[src/rtl/uart_tx.sv]
// rtl/uart_tx.sv - 8N1 serial transmitter with valid/ready byte input
`timescale 1ns/1ps

module uart_tx #(
  parameter int DIV    = 16,
  parameter int DATA_W = 8
) (
  input  logic              clk,
  input  logic              rst,
  input  logic [DATA_W-1:0] in_data,
  input  logic              in_valid,
  output logic              in_ready,
  output logic              tx,
  output logic              busy
);

  // Period counter only needs to reach DIV-1, so DIV=65535 fits in 16 bits.
  localparam int CNT_W = (DIV > 1) ? $clog2(DIV) : 1;
  localparam int BIT_W = $clog2(DATA_W);
  localparam logic [CNT_W-1:0] CNT_LAST = CNT_W'(DIV - 1);
  localparam logic [BIT_W-1:0] BIT_LAST = BIT_W'(DATA_W - 1);

  typedef enum logic [1:0] {
    IDLE  = 2'd0,
    START = 2'd1,
    DATA  = 2'd2,
    STOP  = 2'd3
  } state_t;

  state_t            state_q, state_d;
  logic [CNT_W-1:0]  cnt_q, cnt_d;
  logic [BIT_W-1:0]  bit_q, bit_d;
  logic [DATA_W-1:0] shift_q, shift_d;
  logic              tx_q, tx_d;
  logic              busy_q, busy_d;
  logic              period_end;

  assign period_end = (cnt_q == CNT_LAST);
  assign in_ready   = (state_q == IDLE);
  assign tx         = tx_q;
  assign busy       = busy_q;

  // Next-state logic; tx_d/busy_d describe the line for the cycle after the edge,
  // so the registered outputs change on the same edge as the state.
  always_comb begin
    state_d = state_q;
    cnt_d   = cnt_q;
    bit_d   = bit_q;
    shift_d = shift_q;
    tx_d    = tx_q;
    busy_d  = busy_q;
    unique case (state_q)
      IDLE: begin
        tx_d   = 1'b1;
        busy_d = 1'b0;
        if (in_valid) begin
          shift_d = in_data;
          cnt_d   = '0;
          bit_d   = '0;
          state_d = START;
          tx_d    = 1'b0;
          busy_d  = 1'b1;
        end
      end
      START: begin
        cnt_d = period_end ? '0 : cnt_q + 1'b1;
        if (period_end) begin
          state_d = DATA;
          tx_d    = shift_q[0];
        end
      end
      DATA: begin
        cnt_d = period_end ? '0 : cnt_q + 1'b1;
        if (period_end) begin
          shift_d = {1'b0, shift_q[DATA_W-1:1]};
          bit_d   = bit_q + 1'b1;
          if (bit_q == BIT_LAST) begin
            state_d = STOP;
            tx_d    = 1'b1;
          end else begin
            tx_d = shift_q[1];
          end
        end
      end
      STOP: begin
        cnt_d = period_end ? '0 : cnt_q + 1'b1;
        tx_d  = 1'b1;
        if (period_end) begin
          state_d = IDLE;
          busy_d  = 1'b0;
        end
      end
      default: begin
        state_d = IDLE;
        tx_d    = 1'b1;
        busy_d  = 1'b0;
      end
    endcase
  end

  // State and datapath registers; reset forces the line to mark immediately.
  always_ff @(posedge clk or posedge rst) begin
    if (rst) begin
      state_q <= IDLE;
      cnt_q   <= '0;
      bit_q   <= '0;
      shift_q <= '0;
      tx_q    <= 1'b1;
      busy_q  <= 1'b0;
    end else begin
      state_q <= state_d;
      cnt_q   <= cnt_d;
      bit_q   <= bit_d;
      shift_q <= shift_d;
      tx_q    <= tx_d;
      busy_q  <= busy_d;
    end
  end

endmodule

[config.mk]
export PLATFORM = sky130hd
export DESIGN_NAME = uart_tx
export DESIGN_NICKNAME = d
export VERILOG_FILES = /design/src/rtl/uart_tx.sv
export SDC_FILE = /design/constraint.sdc
export NUM_CORES = 1
export LEC_CHECK = 0
export CORE_UTILIZATION = 40
export DETAILED_ROUTE_END_ITERATION = 12
export PLACE_DENSITY = 0.72
export SYNTH_ARGS = -nofsm -noshare
export SYNTH_HDL_FRONTEND = slang
export SYNTH_SLANG_ARGS = --single-unit
[constraint.sdc]
create_clock -name clk -period 1.5 [get_ports clk]
set_input_delay 0.15 -clock clk [delete_from_list [all_inputs] [get_ports clk]]
set_output_delay 0.15 -clock clk [all_outputs]
set_load 0.05 [all_outputs]
# Yosys cells after proc, flatten, opt, wreduce, memory -nomap -nowiden
# Cells that the tools add are included.
# totals
regBits	19
inputBits	11
out_inout_bits	3
wordCells	49
# op_classes
n_addsub	2
eq_ne	10
mux	23
reduce_logical	8
# ops
operator	count
8-bit two-way mux	2
8-bit case mux with 2 select lines	1
2-bit two-way mux	5
2-bit inequality test (second input constant)	5
4-bit two-way mux	2
2-bit case mux with 4 select lines	1
4-bit case mux with 2 select lines	1
1-bit two-way mux	6
3-bit two-way mux	2
3-bit case mux with 2 select lines	1
5-bit AND reduction	1
4-bit by 1-bit adder with 4-bit output (second input constant)	1
2-bit == test (second input constant)	2
4-bit == test (second input constant)	1
1-bit case mux with 4 select lines	1
2-bit AND reduction	2
2-bit nonzero test	2
3-bit by 1-bit adder with 3-bit output (second input constant)	1
3-bit == test (second input constant)	1
3-bit AND reduction	1
3-bit OR reduction	1
2-bit by 1-bit == test with 1-bit output (second input constant)	1
2-bit zero test	1
1-bit case mux with 2 select lines	1

# Depth between registers and ports, before layout
# Gate-level depths: netlist (run 1).
# depth
ltp_word	4
mapped_depth	8
ltp_nobuf	6

# Least setup slack after synthesis (run 1)
# No wires, ideal clock.
# synth_path
path_type	register to register
start	register state_q[0]
end	register shift_q[1]
setup_time_ns	0.073
arrival_ns	1.903
required_ns	1.427
setup_slack_ns	-0.476
stages_incl_launch_ff	8
n_path_buf	1
synth_period_minus_slack_ns	1.976
path_cell_list	dfrtp_1 > inv_1 > ha_1 > nor2_1 > a211oi_4 > buf_6 > nor2_1 > a21oi_2
# synth_via
elab_chain_cells	3
# synth_rtl
item	line	text
from (decl)	30	state_t state_q, state_d;
from (signal assigned)	111	state_q <= state_d;
2-bit zero test (*)	n/a	
named net in_ready	12	output logic in_ready,
2-bit inequality test (no source line) / 2-bit nonzero test (equally long branches)	n/a	
3-bit AND reduction (no source line)	n/a	
to (signal assigned)	114	shift_q <= shift_d;
to (decl)	33	logic [DATA_W-1:0] shift_q, shift_d;
# The timed path passes the listed nets; every way through them passes the cells marked *.
# A chain may end at the register's enable or synchronous reset.

# Worst setup path after layout (run 1)
# layout_path
start	register state_q[0]
end	register state_q[1]
# layout_via
elab_chain_cells	3
# layout_rtl
item	line	text
2-bit == test, or another cell as far along	52	unique case (state_q)
2-bit inequality test (no source line)	n/a	
5-bit AND reduction (no source line)	n/a	
# Parallel ways exist; a longest one is shown, timed or not.

==> run metrics, run 1 <==
Placer Congestion 0.7890; CP Class reg2reg; VDD IR-drop max 1.787 mV; Reg power frac 26.1%; Port Buffers 13; Setup Fix Bufs, Post-CTS 0; Inserted Diodes 0; H-Tree Depth 1; synthesized area per cell 9.987 µm²; HP Class in2async; Slew Viols, Final 0; DR vias/cell 5.283; Worst-path clk slew 0.12 ns; violated checks negative setup slack; leakage power 0.7026 nW; commonest non-fill, non-tap cell in the layout buf_4; core area 2567 µm²; Die X 55.12 µm; Final Hold Vio Count 0; drt wl/cell 13.68 µm; via count 951; Worst EP required 1.71 ns; outcome complete, but fails checks; Max-cap violations 0; sequential cell area fraction in the yosys report 42.24%; clock sink count 19; most frequent cells in the layout buf_4, dfrtp_1, clkdlybuf4s50_1; Worst Hold Slack 0.1633 ns; Max stage delay on crit path 0.43 ns; unrepaired setup endpoints after global routing true; number of global-route vias before repair 862; Reg-to-Reg Start state_q[0]; clock share of power 8.0%; Worst Clk Skew 0.001018 ns; Power per Cell Area 2191 nW/µm²; effective utilization at floorplan 43.96%; Boundary Pins 14; Peak Freq 638.4 MHz; synth warn 0; Setup Total Neg Slack -0.3067 ns; Num CTS Buffers 3; crit path max fanout 5; number of DRC markers in iteration 0 11; Tightest Pin Transition 0.2494 ns; crit-path cells inv_2 > buf_6 > ha_4 > nor2b_4 > nor3_4 > mux2_4; Power Internal 2.060 mW; initial antenna violation count 0; cells after synthesis 113; DRT Pass-1 Iters 4; Slew headroom 83.32%; first-pass GRT wire length 3829 µm; Crit. End Element register; # rows 18; share of cells above drive strength 1 38.67%; Max Buffers Root-to-Sink 2; fin crit period 1.566 ns; Critical Path Start state_q[0]; DRC 0; Worst setup SP type register; Comb pwr share 65.9%; final-layout fill cell count 209; Net Sw Frac 41.35%; CTS tree done; Hold-fix buffers, CTS 0; Synthesized Nets 132; Seq cells post-synth 19; fin util 62.43%; WL final 2462 µm; Nets 170; clk root buf clkbuf_4; Die Area 3038 µm²; Arrival @ worst endpoint 1.78 ns; Setup-failing EPs final 10; post-detailed-placement half-perimeter wirelength 1874 µm; antenna-violating nets left 0; die height 55.12 µm; Bufs and invs on worst path 2; Area Growth Syn to Fin 42.02%; library cells used by synthesis 32; All-Layer GR Usage 18.24%; period utilisation layout 104.4%; pin count of the biggest net entering global routing 20; final setup margin -0.06632 ns; Switching Power 1.452 mW; Clk Latency, worst-skew pair 0.31 ns; Mapped Area 1129 µm²; slowest stage cell, crit path dfrtp_1; GRT overflow 0; Crit path max-delay family flip-flops
synth_stat cells:
| cell | n | area, µm² |
|---|---|---|
| nor2b_1 | 2 | 12.51 |
| a211oi_4 | 1 | 20.02 |
| a21oi_1 | 6 | 30.03 |
| nor3_2 | 1 | 10.01 |
| nor3_1 | 2 | 10.01 |
| nor2_1 | 10 | 37.54 |
| a22oi_1 | 1 | 7.510 |
| buf_6 | 2 | 22.52 |
| dfstp_2 | 1 | 26.28 |
| o32a_1 | 1 | 10.01 |
| nor2_2 | 1 | 6.260 |
| nand3_2 | 1 | 10.01 |
| dfrtp_1 | 18 | 450.4 |
| mux2_1 | 1 | 11.26 |
| a211oi_1 | 1 | 7.510 |
| o21ai_0 | 13 | 65.06 |
| and3_1 | 3 | 18.77 |
| nand3_1 | 3 | 15.01 |
| nand4_1 | 2 | 12.51 |
| a21oi_2 | 3 | 26.28 |
| nand3b_1 | 3 | 22.52 |
| ha_1 | 8 | 100.1 |
| nand2_1 | 5 | 18.77 |
| inv_1 | 5 | 18.77 |
| nand2b_1 | 3 | 18.77 |
| mux2_2 | 1 | 11.26 |
| nand4b_1 | 1 | 8.760 |
| buf_4 | 1 | 7.510 |
| mux2i_1 | 8 | 80.08 |
| nor3b_1 | 1 | 7.510 |
| o31ai_1 | 2 | 15.01 |
| buf_2 | 2 | 10.01 |
stage by stage:
stage               total power, mW  setup slack, ns  area (µm²)  std cells
detailed placement            3.088          -0.1245        1524        176
global placement              3.002         -0.03924        1524        176
floorplan                     2.309         -0.05438        1181        113
global route                  3.760          -0.1483        1603        180
finish                        3.512         -0.06632        1603        180
CTS                           3.422         -0.06177        1573        180
path summary, 6_finish.rpt:
kind                         endpoint  slack (ns)  cells after the start
hold reg to reg            shift_q[2]        0.54                      2
hold / removal                   busy        0.16                      3
setup reg to reg           state_q[1]       -0.07                      6
min in group clk           shift_q[4]        0.47                      3
setup / recovery           state_q[1]       -0.07                      6
max in group asynchronous          tx        1.08                      3
cells by family (layout without fill, tap and decap cells):
kind of cell	count (synthesis)	after routing	share of synthesized area, %
AND/OR/NAND/NOR	38	38	18.52
AO/OA/AOI/OAI	28	28	16.08
flip-flops	19	19	42.24
multiplexers	10	10	9.091
buffers and inverters	10	47	5.211
adder cells (fa/ha/maj)	8	8	8.870
worst reg2reg max path, cell delays in order (launching register included):
cell and delay (ns):
dfrtp_1 0.43, inv_2 0.07, buf_6 0.12, ha_4 0.17, nor2b_4 0.15, nor3_4 0.22, mux2_4 0.31
sequential cells by signal (all words and copies together), names as in the netlist:
signal / cells
shift_q: 8
cnt_q: 4
bit_q: 3
state_q: 2
busy: 1
tx: 1
final cells by class:
type                    count  area, µm²  share of cell area [%]
clock buffers               3      22.52                   1.405
clock inverters             1      5.005                  0.3123
inverters                   5      18.77                   1.171
multi-input cells          84      686.9                   42.86
flip-flops and latches     19      476.7                   29.74
well taps                  30      37.54                   2.342
repair buffers             38      355.3                   22.17
layer usage:
layer  track usage (%)  wire length (µm)
met5                 0                 0
met4             6.250                45
met3             4.098                63
met2             29.92              1214
met1             23.55              1138
power by group through the flow:
stage          Sequential (mW)  Combinational, mW  Clock [mW]
2_1_floorplan            0.983               1.33           0
3_3_place_gp             0.906               2.10           0
3_5_place_dp             0.924               2.16           0
4_1_cts                  0.918               2.23       0.272
5_1_grt                  0.949               2.52       0.289
6_report                 0.918               2.31       0.280
what timing repair did:
item                                   CTS  global route
endpoints found under the hold margin    0             0
resized for setup                        7             9
setup endpoints to repair               12            18
pin swaps                                4             0
Power figures use the tool's default switching activity.
==> run 2: changes to the inputs <==
--- a/config.mk
+++ b/config.mk
@@ -5,9 +5,11 @@
 export SDC_FILE = /design/constraint.sdc
 export NUM_CORES = 1
 export LEC_CHECK = 0
+export CAP_MARGIN = 20
 export CORE_UTILIZATION = 40
 export DETAILED_ROUTE_END_ITERATION = 12
 export PLACE_DENSITY = 0.72
+export SLEW_MARGIN = 0
 export SYNTH_ARGS = -nofsm -noshare
 export SYNTH_HDL_FRONTEND = slang
 export SYNTH_SLANG_ARGS = --single-unit
==> results of run 2 <==
The final DEF is identical to that of run 1; final timing and power are the same.
==> run 3: changes to the inputs <==
--- a/config.mk
+++ b/config.mk
@@ -5,10 +5,10 @@
 export SDC_FILE = /design/constraint.sdc
 export NUM_CORES = 1
 export LEC_CHECK = 0
-export CAP_MARGIN = 20
-export CORE_UTILIZATION = 40
+export CORE_UTILIZATION = 48
 export DETAILED_ROUTE_END_ITERATION = 12
-export PLACE_DENSITY = 0.72
+export GPL_TIMING_DRIVEN = 1
+export PLACE_DENSITY = 0.82
 export SLEW_MARGIN = 0
 export SYNTH_ARGS = -nofsm -noshare
 export SYNTH_HDL_FRONTEND = slang
==> run 3 against run 2 <==
The run still ends with negative setup slack left. Non-clock buffer count is 8 higher. Core utilization increased by 17 points. Die area is 16% lower. Largest power group unchanged. Highest routed layer unchanged.
==> run metrics, run 3 (synthesis gave the netlist of run 1 again) <==
VDD IR-drop max 2.001 mV (+12%); Port Buffers 13 (unchanged); Tightest Pin Transition 0.4376 ns (+0.1882 ns); CP Class reg2reg; Reg area 479.2 µm² (+0.53%); Setup Total Neg Slack -2.023 ns (-1.716 ns); Placer Congestion 0.9705 (+23%); via count 1087 (+14%); Placed Instances 173 (-1.7%); clk root buf clkbuf_4; final-layout fill cell count 119 (-43%); die height 50.49 µm (-8.4%); gr busiest metal met2; share of cells above drive strength 1 49.37% (+11 points); Area Growth Syn to Fin 56.43%; max reg flops 8 (unchanged); Die X 50.49 µm (-8.4%); number of DRC markers in iteration 0 23 (+12); leakage power 0.7612 nW (+8.4%); CTS tree done; Slew headroom 70.79% (-13 points); fin crit period 1.672 ns (+0.1059 ns); drt wl/cell 19.48 µm (+42%); initial antenna violation count 0 (unchanged); Slew Viols, Final 0 (unchanged); Power per Cell Area 2324 nW/µm² (+6.0%); Boundary Pins 14 (unchanged); fin area 1765 µm² (+10%); Setup-failing EPs final 20 (+10); Worst Clk Skew 0.001893 ns (+0.0008752 ns); Inserted Diodes 0 (unchanged); final setup margin -0.1722 ns (-0.1059 ns); Worst setup SP type register; Clk Latency, worst-skew pair 0.31 ns (about the same); first-pass GRT wire length 4871 µm (+27%); Largest Register shift_q; Final Hold Vio Count 0 (unchanged); Hold-fix buffers, CTS 0 (unchanged); All-Layer GR Usage 26.50% (+8.3 points); Arrival @ worst endpoint 1.89 ns (+0.11 ns); core area 2212 µm² (-14%); pin count of the biggest net entering global routing 15 (-25%); dpl ws -0.1489 ns (-0.02443 ns); WL final 3623 µm (+47%); Peak Freq 598.0 MHz (-6.3%); Max Buffers Root-to-Sink 2 (unchanged); clock sink count 19 (unchanged); post-detailed-placement half-perimeter wirelength 2054 µm (+9.6%); commonest non-fill, non-tap cell in the layout buf_4; HP Class in2async; multi-input logic area 767.0 µm² (+12%); Worst-path clk slew 0.12 ns (about the same); DRT Pass-1 Iters 4 (unchanged); DR vias/cell 5.844 (+11%); Post-DP Area 1514 µm² (-0.66%); number of global-route vias before repair 1049 (+22%); Nets 178 (+4.7%); GRT overflow 0 (unchanged); Die Area 2549 µm² (-16%); H-Tree Depth 1 (unchanged); outcome complete, but fails checks; met1 Use GR 31.97% (+8.4 points); DRC 0 (unchanged); violated checks negative setup slack; Max-cap violations 0 (unchanged); unrepaired setup endpoints after global routing true; antenna-violating nets left 0 (unchanged); Worst EP required 1.72 ns (about the same); effective utilization at floorplan 51.02% (+7.1 points); fin cells 186 (+3.3%); biggest regs shift_q (8), cnt_q (4), bit_q (3); met2 Track Usage GR 45.78% (+16 points); Crit. End Element register; M3 GR Usage 4.848% (+0.75 points); most frequent cells in the layout buf_4, dfrtp_1, clkdlybuf4s50_1; period utilisation layout 111.5% (+7.1 points); # rows 17 (-1); crit path max fanout 14 (+9); Num CTS Buffers 3 (unchanged)
run 3: metal layers:
layer / share of wire (%) / vias to the layer above
li1: - / 494
met4: 2.2 / 0
met3: 4.6 / 9
met5: 0 / -
met2: 51 / 40
met1: 42 / 544
run 3: path summary, 6_finish.rpt:
path	startpoint	endpoint	slack [ns]	cells past startpoint
setup / recovery	state_q[1]	shift_q[1]	-0.17	8
hold / removal	rst	cnt_q[1]	0.12	2
setup reg to reg	state_q[1]	shift_q[1]	-0.17	8
hold reg to reg	shift_q[2]	shift_q[2]	0.55	2
max in group asynchronous	rst	busy	0.88	3
min in group clk	in_data[3]	shift_q[3]	0.48	3
run 3: critical path: stages, from the launching register on:
cell      delay (ns)
dfrtp_2         0.47
inv_2           0.11
buf_6           0.12
ha_4            0.20
nor2b_4         0.26
a211oi_4        0.07
buf_12          0.15
nor2_1          0.15
a21oi_2         0.04
run 3: cell type report:
type                       instances  area share [%]
multi-input combinational         84           43.44
sequential                        19           27.14
timing repair buffer              46           24.81
tap                               28           1.984
clock buffer                       3           1.276
inverter                           5           1.063
clock inverter                     1          0.2835
run 3: repair_timing:
item	in CTS	in global routing
gates cloned	0	0
pin swaps	3	13
setup buffers	1	8
endpoints found under the setup margin	13	19
resized for setup	13	30
run 3: report_power, final:
part	leakage [nW]	internal, mW	switching [mW]
registers	0.227	0.755	0.201
clock network	0.0177	0.0998	0.186
logic	0.516	1.47	1.39
total	0.761	2.33	1.78
run 3: stage by stage:
stage / total power, mW / hold slack, ns / util [%]
2_1_floorplan: 2.309 / 0.1004 / -
3_3_place_gp: 2.974 / 0.4676 / 68.44
3_5_place_dp: 3.096 / 0.4735 / 68.44
4_1_cts: 3.529 / 0.1278 / 72.40
5_1_grt: 4.277 / 0.1469 / 79.81
6_report: 4.102 / 0.1210 / 79.81
